## src/rtl/mux_rr_arbiter.sv

```systemverilog
// Round-robin owner arbiter for a shared 4:1 mux with a break-before-make idle cycle on every handover.
// Defining MUX_ARB_TIMEOUT_EN adds a hold counter that forces an owner off after MAX_HOLD busy cycles when others wait.
//
// state | meaning
// IDLE  | no owner; gnt=0, sel holds the last owner; rotating search from ptr
// BUSY  | owner = sel; held while its req stays high

module mux_rr_arbiter #(
  parameter int MAX_HOLD = 8
) (
  input  logic       clk,
  input  logic       rst_n,
  input  logic [3:0] req,
  output logic [3:0] gnt,
  output logic [1:0] sel,
  output logic       valid,
  output logic       timeout
);

  typedef enum logic {IDLE = 1'b0, BUSY = 1'b1} state_t;

  if (MAX_HOLD < 2 || MAX_HOLD > 255) begin : g_max_hold_check
    $error("mux_rr_arbiter: MAX_HOLD must be within 2..255");
  end

  state_t     state_q, state_d;
  logic [1:0] ptr_q, ptr_d;
  logic [1:0] sel_q, sel_d;
  logic [3:0] gnt_q, gnt_d;
  logic [1:0] win, idx;
  logic       found;
  logic       force_rel;
  logic       timeout_d;

`ifdef MUX_ARB_TIMEOUT_EN
  logic [7:0] hold_q, hold_d;
  logic       timeout_q;
`endif

  // First requester at or after ptr, wrapping modulo 4.
  always_comb begin
    found = 1'b0;
    win   = ptr_q;
    idx   = ptr_q;
    for (int i = 0; i < 4; i++) begin
      idx = ptr_q + 2'(i);
      if (!found && req[idx]) begin
        found = 1'b1;
        win   = idx;
      end
    end
  end

  always_comb begin
    state_d   = state_q;
    ptr_d     = ptr_q;
    sel_d     = sel_q;
    gnt_d     = gnt_q;
    timeout_d = 1'b0;
    force_rel = 1'b0;
`ifdef MUX_ARB_TIMEOUT_EN
    hold_d    = hold_q;
    force_rel = (hold_q == 8'(MAX_HOLD - 1)) && (|(req & ~gnt_q));
`endif
    case (state_q)
      IDLE: begin
        if (found) begin
          state_d = BUSY;
          gnt_d   = 4'b0001 << win;
          sel_d   = win;
`ifdef MUX_ARB_TIMEOUT_EN
          hold_d  = 8'd0;
`endif
        end
      end
      BUSY: begin
        if (!req[sel_q] || force_rel) begin
          // Same path for voluntary and forced release; the pulse only marks the forced one.
          state_d   = IDLE;
          gnt_d     = 4'b0000;
          ptr_d     = sel_q + 2'd1;
          timeout_d = req[sel_q] && force_rel;
        end
`ifdef MUX_ARB_TIMEOUT_EN
        else if (hold_q != 8'(MAX_HOLD)) begin
          hold_d = hold_q + 8'd1;
        end
`endif
      end
      default: state_d = IDLE;
    endcase
  end

  always_ff @(posedge clk or negedge rst_n) begin
    if (!rst_n) begin
      state_q <= IDLE;
      ptr_q   <= 2'd0;
      sel_q   <= 2'd0;
      gnt_q   <= 4'b0000;
    end else begin
      state_q <= state_d;
      ptr_q   <= ptr_d;
      sel_q   <= sel_d;
      gnt_q   <= gnt_d;
    end
  end

`ifdef MUX_ARB_TIMEOUT_EN
  always_ff @(posedge clk or negedge rst_n) begin
    if (!rst_n) begin
      hold_q    <= 8'd0;
      timeout_q <= 1'b0;
    end else begin
      hold_q    <= hold_d;
      timeout_q <= timeout_d;
    end
  end

  assign timeout = timeout_q;
`else
  assign timeout = 1'b0;
`endif

  assign gnt   = gnt_q;
  assign sel   = sel_q;
  assign valid = |gnt_q;

endmodule

```

## config.mk

```make
export PLATFORM = sky130hd
export DESIGN_NAME = mux_rr_arbiter
export DESIGN_NICKNAME = d
export VERILOG_FILES = /design/src/rtl/mux_rr_arbiter.sv
export SDC_FILE = /design/constraint.sdc
export NUM_CORES = 1
export LEC_CHECK = 0
export ABC_CLOCK_PERIOD_IN_PS = 1900
export BUFFER_PORTS_ARGS = -buffer_cell sky130_fd_sc_hd__clkbuf_2
export CAP_MARGIN = 10
export CORE_AREA = 2 2 39 41
export DETAILED_ROUTE_END_ITERATION = 8
export DIE_AREA = 0 0 41 43
export PLACE_DENSITY_LB_ADDON = 0.1
export SYNTH_ARGS = -nofsm -noshare
export SYNTH_HDL_FRONTEND = slang
export SYNTH_SLANG_ARGS = --single-unit
export TNS_END_PERCENT = 50
```

## constraint.sdc

```tcl
create_clock -name clk -period 1.9 [get_ports clk]
set_input_delay 0.19 -clock clk [delete_from_list [all_inputs] [get_ports clk]]
set_output_delay 0.19 -clock clk [all_outputs]
set_load 0.005 [all_outputs]
```

==> impl_metrics.sql, run 1 <==
INSERT INTO impl_metrics (metric_group, metric, value, unit) VALUES
('setup_path', 'cp.arrival', '1290', 'ps'),
('clock_network', 'cts_inserted_buffers', '3', ''),
('route', 'topRoutingLayerUsed', 'met4', ''),
('placed_design', 'port-buffer-count', '12', ''),
('global_route', 'gr-usage-all-layers', '0.1395', ''),
('placed_design', 'dpl.hpwl', '814.5', 'um'),
('timing', 'setup_violations', '0', ''),
('yosys', 'synth_sequential_area_ratio', '0.4225', ''),
('power', 'cellInternalPower', '0.5760', 'mW'),
('global_route', 'first_global_vias', '373', ''),
('yosys', 'yosys_most_used_dff', 'dfrtp_1', ''),
('die', 'rows', '14', ''),
('layout', 'register_area', '225.2', 'sq um'),
('layout', 'syn2layout_area_growth', '17.37', '%'),
('timing', 'final.setup.worst_slack', '417.5', 'ps'),
('route', 'vias_per_cell', '4.988', ''),
('placed_design', 'place_worst_setup_slack', '422.4', 'ps'),
('layout', 'final_cells', '83', ''),
('timing', 'final-max-slew-violation-count', '0', ''),
('layout', 'fill_cells', '136', ''),
('route', 'first_iter_violations', '2', ''),
('timing', 'rsz0062_at_grt', 'false', ''),
('die', 'die_h', '43', 'um'),
('clock_network', 'clock_sink_count', '9', ''),
('worst_hold_path', 'worstHoldPathType', 'in -> async', ''),
('route', 'met2RoutedLength', '475', 'um'),
('setup_path', 'required', '1710', 'ps'),
('yosys', 'number_of_register_bits_inferred_by_synthesis', '9', ''),
('timing', 'fin_worst_hold_slack', '320.5', 'ps'),
('route', 'drt-pass1-iter-count', '3', ''),
('power', 'power.share.sequential', '0.393', ''),
('global_route', 'pin_count_of_the_biggest_net_entering_global_routing', '14', ''),
('power', 'clock_power_share', '0.147', ''),
('layout', 'drive_above_1_share', '0.3433', ''),
('layout', 'final_core_util', '0.4521', ''),
('die', 'fp.coreArea', '1384', 'sq um'),
('yosys', 'synth_most_common_cell', 'dfrtp_1', ''),
('clock_network', 'clockBufferDepth', '2', ''),
('yosys', 'synth_top_cells_by_count', 'dfrtp_1, nand2_1, nand3_2, o21ai_0, o31ai_1', ''),
('placed_design', 'gp_congestion', '0.6899', ''),
('yosys', 'asyncSetResetFlopFracSynth', '1.000', ''),
('setup_path', 'critical_path.max_fanout', '3', ''),
('power', 'power_switching', '0.3971', 'mW'),
('timing', 'crit_path_time_final', '1483', 'ps'),
('yosys', 'mappedNetlistArea', '533.0', 'sq um'),
('route', 'detail_route.wirelength', '1012', 'um'),
('timing', 'hold_viol', '0', ''),
('clock_network', 'clkLatencyLatePin', '260', 'ps'),
('job', 'drv.max_cap_violation_count', '0', ''),
('layout', 'multiInputGateArea', '280.3', 'sq um'),
('placed_design', 'post-place-cells', '78', ''),
('yosys', 'total_nets_after_synthesis', '59', ''),
('route', 'routed-wl-met3', '42', 'um'),
('power', 'cellLeakagePower', '0.2957', 'nW'),
('setup_path', 'timing.critical_path.from_type', 'flip-flop', ''),
('yosys', 'netlist-cell-type-count', '27', ''),
('die', 'die_area', '1763', 'sq um'),
('clock_network', 'cts_post_setup_buffers_inserted', '0', ''),
('setup_path', 'end_kind', 'output pin', ''),
('power', 'comb_power_share', '0.460', ''),
('yosys', 'post_synth_main_area_contributors', 'dfrtp_1, nand3_2, o31ai_1, mux4_2, nand2_1', ''),
('power', 'net_sw_frac', '0.4081', ''),
('setup_path', 'setup.worst_path.class', 'reg -> out', ''),
('timing', 'timing.clock.skew', '5.178', 'ps'),
('timing', 'fmaxAchievable', '674.5', 'MHz'),
('yosys', 'post_synth_inst_count', '53', ''),
('yosys', 'synthDominantAreaCellType', 'dfrtp_1', ''),
('yosys', 'synth_edf_count', '0', ''),
('timing', 'post-route-period-util', '0.7803', ''),
('die', 'start_util', '0.3852', ''),
('status', 'outcome', 'complete, no violations', '');
[worst max-delay path, cell delays in order (launching register included)]
cell	delay, ps
dfrtp_1	410
or4_1	500
clkbuf_2	120
[registers in the layout, indices dropped and copies added (netlist names)]
register	cells
gnt	4
sel	2
state_q	1
ptr_q	2
[what timing repair did]
| item | CTS | global route |
|---|---|---|
| hold buffers | 1 | 0 |
| endpoints found under the setup margin | 0 | 0 |
| hold endpoints to repair | 9 | 0 |
[layout by cell type (no fill, tap or decap)]
cell and n:
o31ai_1 4, conb_1 1, o21ai_2 1, a21boi_0 1, clkbuf_4 3, o21ai_0 4, inv_1 1, dlygate4sd3_1 1
xnor2_1 1, a211oi_1 1, a21oi_1 1, nor3_1 1, dfrtp_1 9, clkbuf_2 12, nor2_1 2, a211o_1 1
a21o_1 2, or4_1 1, clkbuf_1 1, a31o_2 1, nand2b_4 1, nand2_1 6, nand3_2 4, o21ai_1 1
nor2b_1 1, nand2b_1 3, mux4_2 1, o21a_1 1
[final cells by class]
type,count,share of cell area
inverters,1,0.006000
multi-input cells,40,0.4480
well taps,16,0.03200
flip-flops and latches,9,0.3600
repair buffers,13,0.1120
clock buffers,4,0.04200
[per-layer routing]
metal  vias up  GRT usage
met5         -          0
met4         0    0.08000
met3         2    0.03141
met2         7     0.1844
met1       189     0.2020
li1        216          -
[path summary, 6_finish.rpt]
kind / cells past startpoint / endpoint / slack [ps] / start
min in group clk: 4 / state_q / 440 / req[1]
worst max register to register: 4 / gnt[2] / 420 / sel[0]
worst min-delay path: 2 / gnt[1] / 320 / rst_n
worst max-delay path: 2 / valid / 420 / gnt[0]
max in group asynchronous: 2 / state_q / 1380 / rst_n
worst min register to register: 2 / gnt[1] / 530 / gnt[1]
[cell families (layout without fill, tap and decap cells)]
kind of cell / count (synthesis) / in the layout / share of synthesized area
xor gates and xnor gates: 1 / 1 / 0.01643
AOI/OAI and AO/OA: 18 / 18 / 0.2324
DFF: 9 / 9 / 0.4225
buffers and inverters: 4 / 18 / 0.05163
other: 1 / 1 / 0.007035
and+or+nand+nor: 19 / 19 / 0.2277
muxes: 1 / 1 / 0.04225
[power by group through the flow]
stage	Clock (mW)	Sequential [mW]	Combinational, mW
CTS	0.151	0.381	0.453
floorplan	0	0.373	0.348
global placement	0	0.384	0.455
global route	0.161	0.398	0.503
detailed placement	0	0.383	0.452
finish	0.143	0.383	0.448
Note: power is estimated with default switching activity, not from simulation.
==> run 2: changes to the inputs <==
--- a/config.mk
+++ b/config.mk
@@ -5,7 +5,7 @@
 export SDC_FILE = /design/constraint.sdc
 export NUM_CORES = 1
 export LEC_CHECK = 0
-export ABC_CLOCK_PERIOD_IN_PS = 1900
+export ABC_CLOCK_PERIOD_IN_PS = 1200
 export BUFFER_PORTS_ARGS = -buffer_cell sky130_fd_sc_hd__clkbuf_2
 export CAP_MARGIN = 10
 export CORE_AREA = 2 2 39 41
==> constraint.sdc (replaced) <==
create_clock -name clk -period 1.2 [get_ports clk]
set_input_delay 0.12 -clock clk [delete_from_list [all_inputs] [get_ports clk]]
set_output_delay 0.12 -clock clk [all_outputs]
set_load 0.005 [all_outputs]
==> impl_metrics.sql, run 2 (synthesized netlist as in run 1, its figures left out) <==
INSERT INTO impl_metrics (metric_group, metric, value, unit) VALUES
('status', 'outcome', 'finished with violations', ''),
('status', 'violated_checks', 'negative setup slack', ''),
('layout', 'drive_above_1_share', '0.4937', ''),
('global_route', 'globalRouteMet3Util', '0.04712', ''),
('route', 'ant_nets', '0', ''),
('die', 'die_area', '1763', 'sq um'),
('global_route', 'grt_first_pass_wirelength', '1945', 'um'),
('timing', 'final.setup.worst_slack', '-205.6', 'ps'),
('setup_path', 'slowest_delay', '520', 'ps'),
('placed_design', 'post-place-cells', '90', ''),
('timing', 'rsz0062_at_grt', 'true', ''),
('clock_network', 'clkLatencyLatePin', '270', 'ps'),
('route', 'num_vias', '478', ''),
('layout', 'nNetsFinal', '86', ''),
('layout', 'final_core_util', '0.5307', ''),
('power', 'cellLeakagePower', '0.3590', 'nW'),
('setup_path', 'critical_path.max_fanout', '2', ''),
('clock_network', 'clock_sink_count', '9', ''),
('global_route', 'antenna_violations_before_repair', '0', ''),
('die', 'start_util', '0.3852', ''),
('setup_path', 'cp.arrival', '1290', 'ps'),
('clock_network', 'clockBufferDepth', '2', ''),
('layout', 'n_antenna_cell', '0', ''),
('layout', 'fin_area', '734.5', 'sq um'),
('global_route', 'first_global_vias', '443', ''),
('placed_design', 'port-buffer-count', '12', ''),
('route', 'post_drt_wl_per_cell', '12.97', 'um'),
('route', 'vias_per_cell', '5.032', ''),
('placed_design', 'gp_congestion', '0.7601', ''),
('setup_path', 'setup.worst_path.class', 'reg -> out', ''),
('die', 'fp.coreArea', '1384', 'sq um'),
('setup_path', 'family_with_the_most_delay_on_the_worst_path', 'simple AND/OR/NAND/NOR gates', ''),
('global_route', 'gr-usage-all-layers', '0.1794', ''),
('clock_network', 'cts_tree', 'built', ''),
('die', 'fp.dieW', '41', 'um'),
('global_route', 'm2_gr_usage', '0.2375', ''),
('placed_design', 'post_dp_cell_area', '681.9', 'sq um'),
('timing', 'fin_worst_hold_slack', '231.9', 'ps'),
('timing', 'post-route-period-util', '1.171', ''),
('power', 'vdd.ir_drop.worst', '0.9774', 'mV'),
('global_route', 'pin_count_of_the_biggest_net_entering_global_routing', '10', ''),
('placed_design', 'dpl.hpwl', '936.8', 'um'),
('route', 'first_iter_violations', '7', ''),
('route', 'drt-pass1-iter-count', '4', ''),
('clock_network', 'cts_post_setup_buffers_inserted', '0', ''),
('layout', 'final_cells', '95', ''),
('clock_network', 'cts_inserted_buffers', '3', ''),
('setup_path', 'path_cells', 'or4_1 > clkbuf_2', ''),
('global_route', 'global_route.peak_usage_layer', 'met2', ''),
('layout', 'largest_register_ffs', '4', ''),
('power', 'power_after_layout', '1.855', 'mW'),
('global_route', 'gr-total-overflow', '0', ''),
('layout', 'syn2layout_area_growth', '37.79', '%'),
('global_route', 'met1_usage_in_global_routing', '0.2264', ''),
('timing', 'timing.clock.skew', '2.458', 'ps'),
('die', 'die_h', '43', 'um'),
('clock_network', 'cts.reportedPaths.clkPinSlew', '70', 'ps'),
('clock_network', 'ctsHtreeMaxLevel', '1', ''),
('setup_path', 'timing.critical_path.from_type', 'flip-flop', ''),
('timing', 'crit_path_time_final', '1406', 'ps'),
('route', 'detail_route.wirelength', '1232', 'um'),
('timing', 'final-max-slew-violation-count', '0', ''),
('die', 'rows', '14', ''),
('setup_path', 'worst-path-buf-inv', '1', ''),
('setup_path', 'critical_path.slowest_cell', 'or4_1', ''),
('setup_path', 'required', '1080', 'ps'),
('timing', 'fmaxAchievable', '711.4', 'MHz'),
('layout', 'layout_common_cells', 'clkbuf_2, buf_4, dfrtp_1', ''),
('setup_path', 'end_kind', 'output pin', ''),
('route', 'route.detailed.drc', '0', ''),
('job', 'drv.max_cap_violation_count', '0', ''),
('power', 'pwr_density_cell', '2526', 'nW/um^2'),
('layout', 'fill_cells', '133', ''),
('timing', 'setup_violations', '7', ''),
('clock_network', 'cts.root.buffer_cell', 'clkbuf_4', ''),
('die', 'num_io_pins', '14', ''),
('worst_hold_path', 'worstHoldPathType', 'in -> async', ''),
('timing', 'hold_viol', '0', '');
## run 2: through the flow
step	TNS (ps)	setup slack [ps]
3_5_place_dp	-754.8	-135.0
4_1_cts	-985.7	-213.6
2_1_floorplan	-1476	-248.0
3_3_place_gp	-670.7	-116.3
6_report	-965.9	-205.6
5_1_grt	-1402	-257.2
## run 2: final cells by class
cell class              count  area, sq um  share of cell area
multi-input cells          40        299.0              0.4072
flip-flops and latches      9        225.2              0.3066
repair buffers             25        160.2              0.2181
clock buffers               4        26.28             0.03578
well taps                  16        20.02             0.02726
inverters                   1        3.754            0.005111
## run 2: power breakdown
group          switching (mW)  leakage [nW]  internal, mW  total (mW)
Combinational           0.510         0.230         0.553        1.06
Clock                   0.122        0.0150         0.129       0.251
Sequential             0.0972         0.114         0.445       0.542
## run 2: final timing paths
| kind | from | to | slack (ps) | cells after the start |
|---|---|---|---|---|
| setup / recovery | gnt[1] | valid | -210 | 2 |
| hold / removal | rst_n | gnt[1] | 230 | 2 |
| setup reg to reg | sel[0] | gnt[1] | -140 | 4 |
| hold reg to reg | gnt[2] | gnt[2] | 540 | 2 |
| max in group asynchronous | rst_n | state_q | 770 | 2 |
| min in group clk | req[1] | gnt[2] | 360 | 4 |
## run 2: worst register-to-register path: stages, from the launching register on
cell	delay, ps
dfrtp_1	360
mux4_2	510
nand2b_4	210
nand3_2	80
o31ai_1	60
## run 2: what timing repair did
item                                    CTS  global route
endpoints found under the hold margin     9             0
endpoints found under the setup margin    8             9
hold buffers                              1             0
pin swaps                                 3             2
resized for setup                         0             5
## run 2: routing by layer
layer | wire [um] | vias up | share of wire
li1 | - | 242 | -
met1 | 602 | 218 | 0.49
met2 | 538 | 14 | 0.44
met3 | 50 | 4 | 0.041
met4 | 42 | 0 | 0.034
met5 | 0 | - | 0
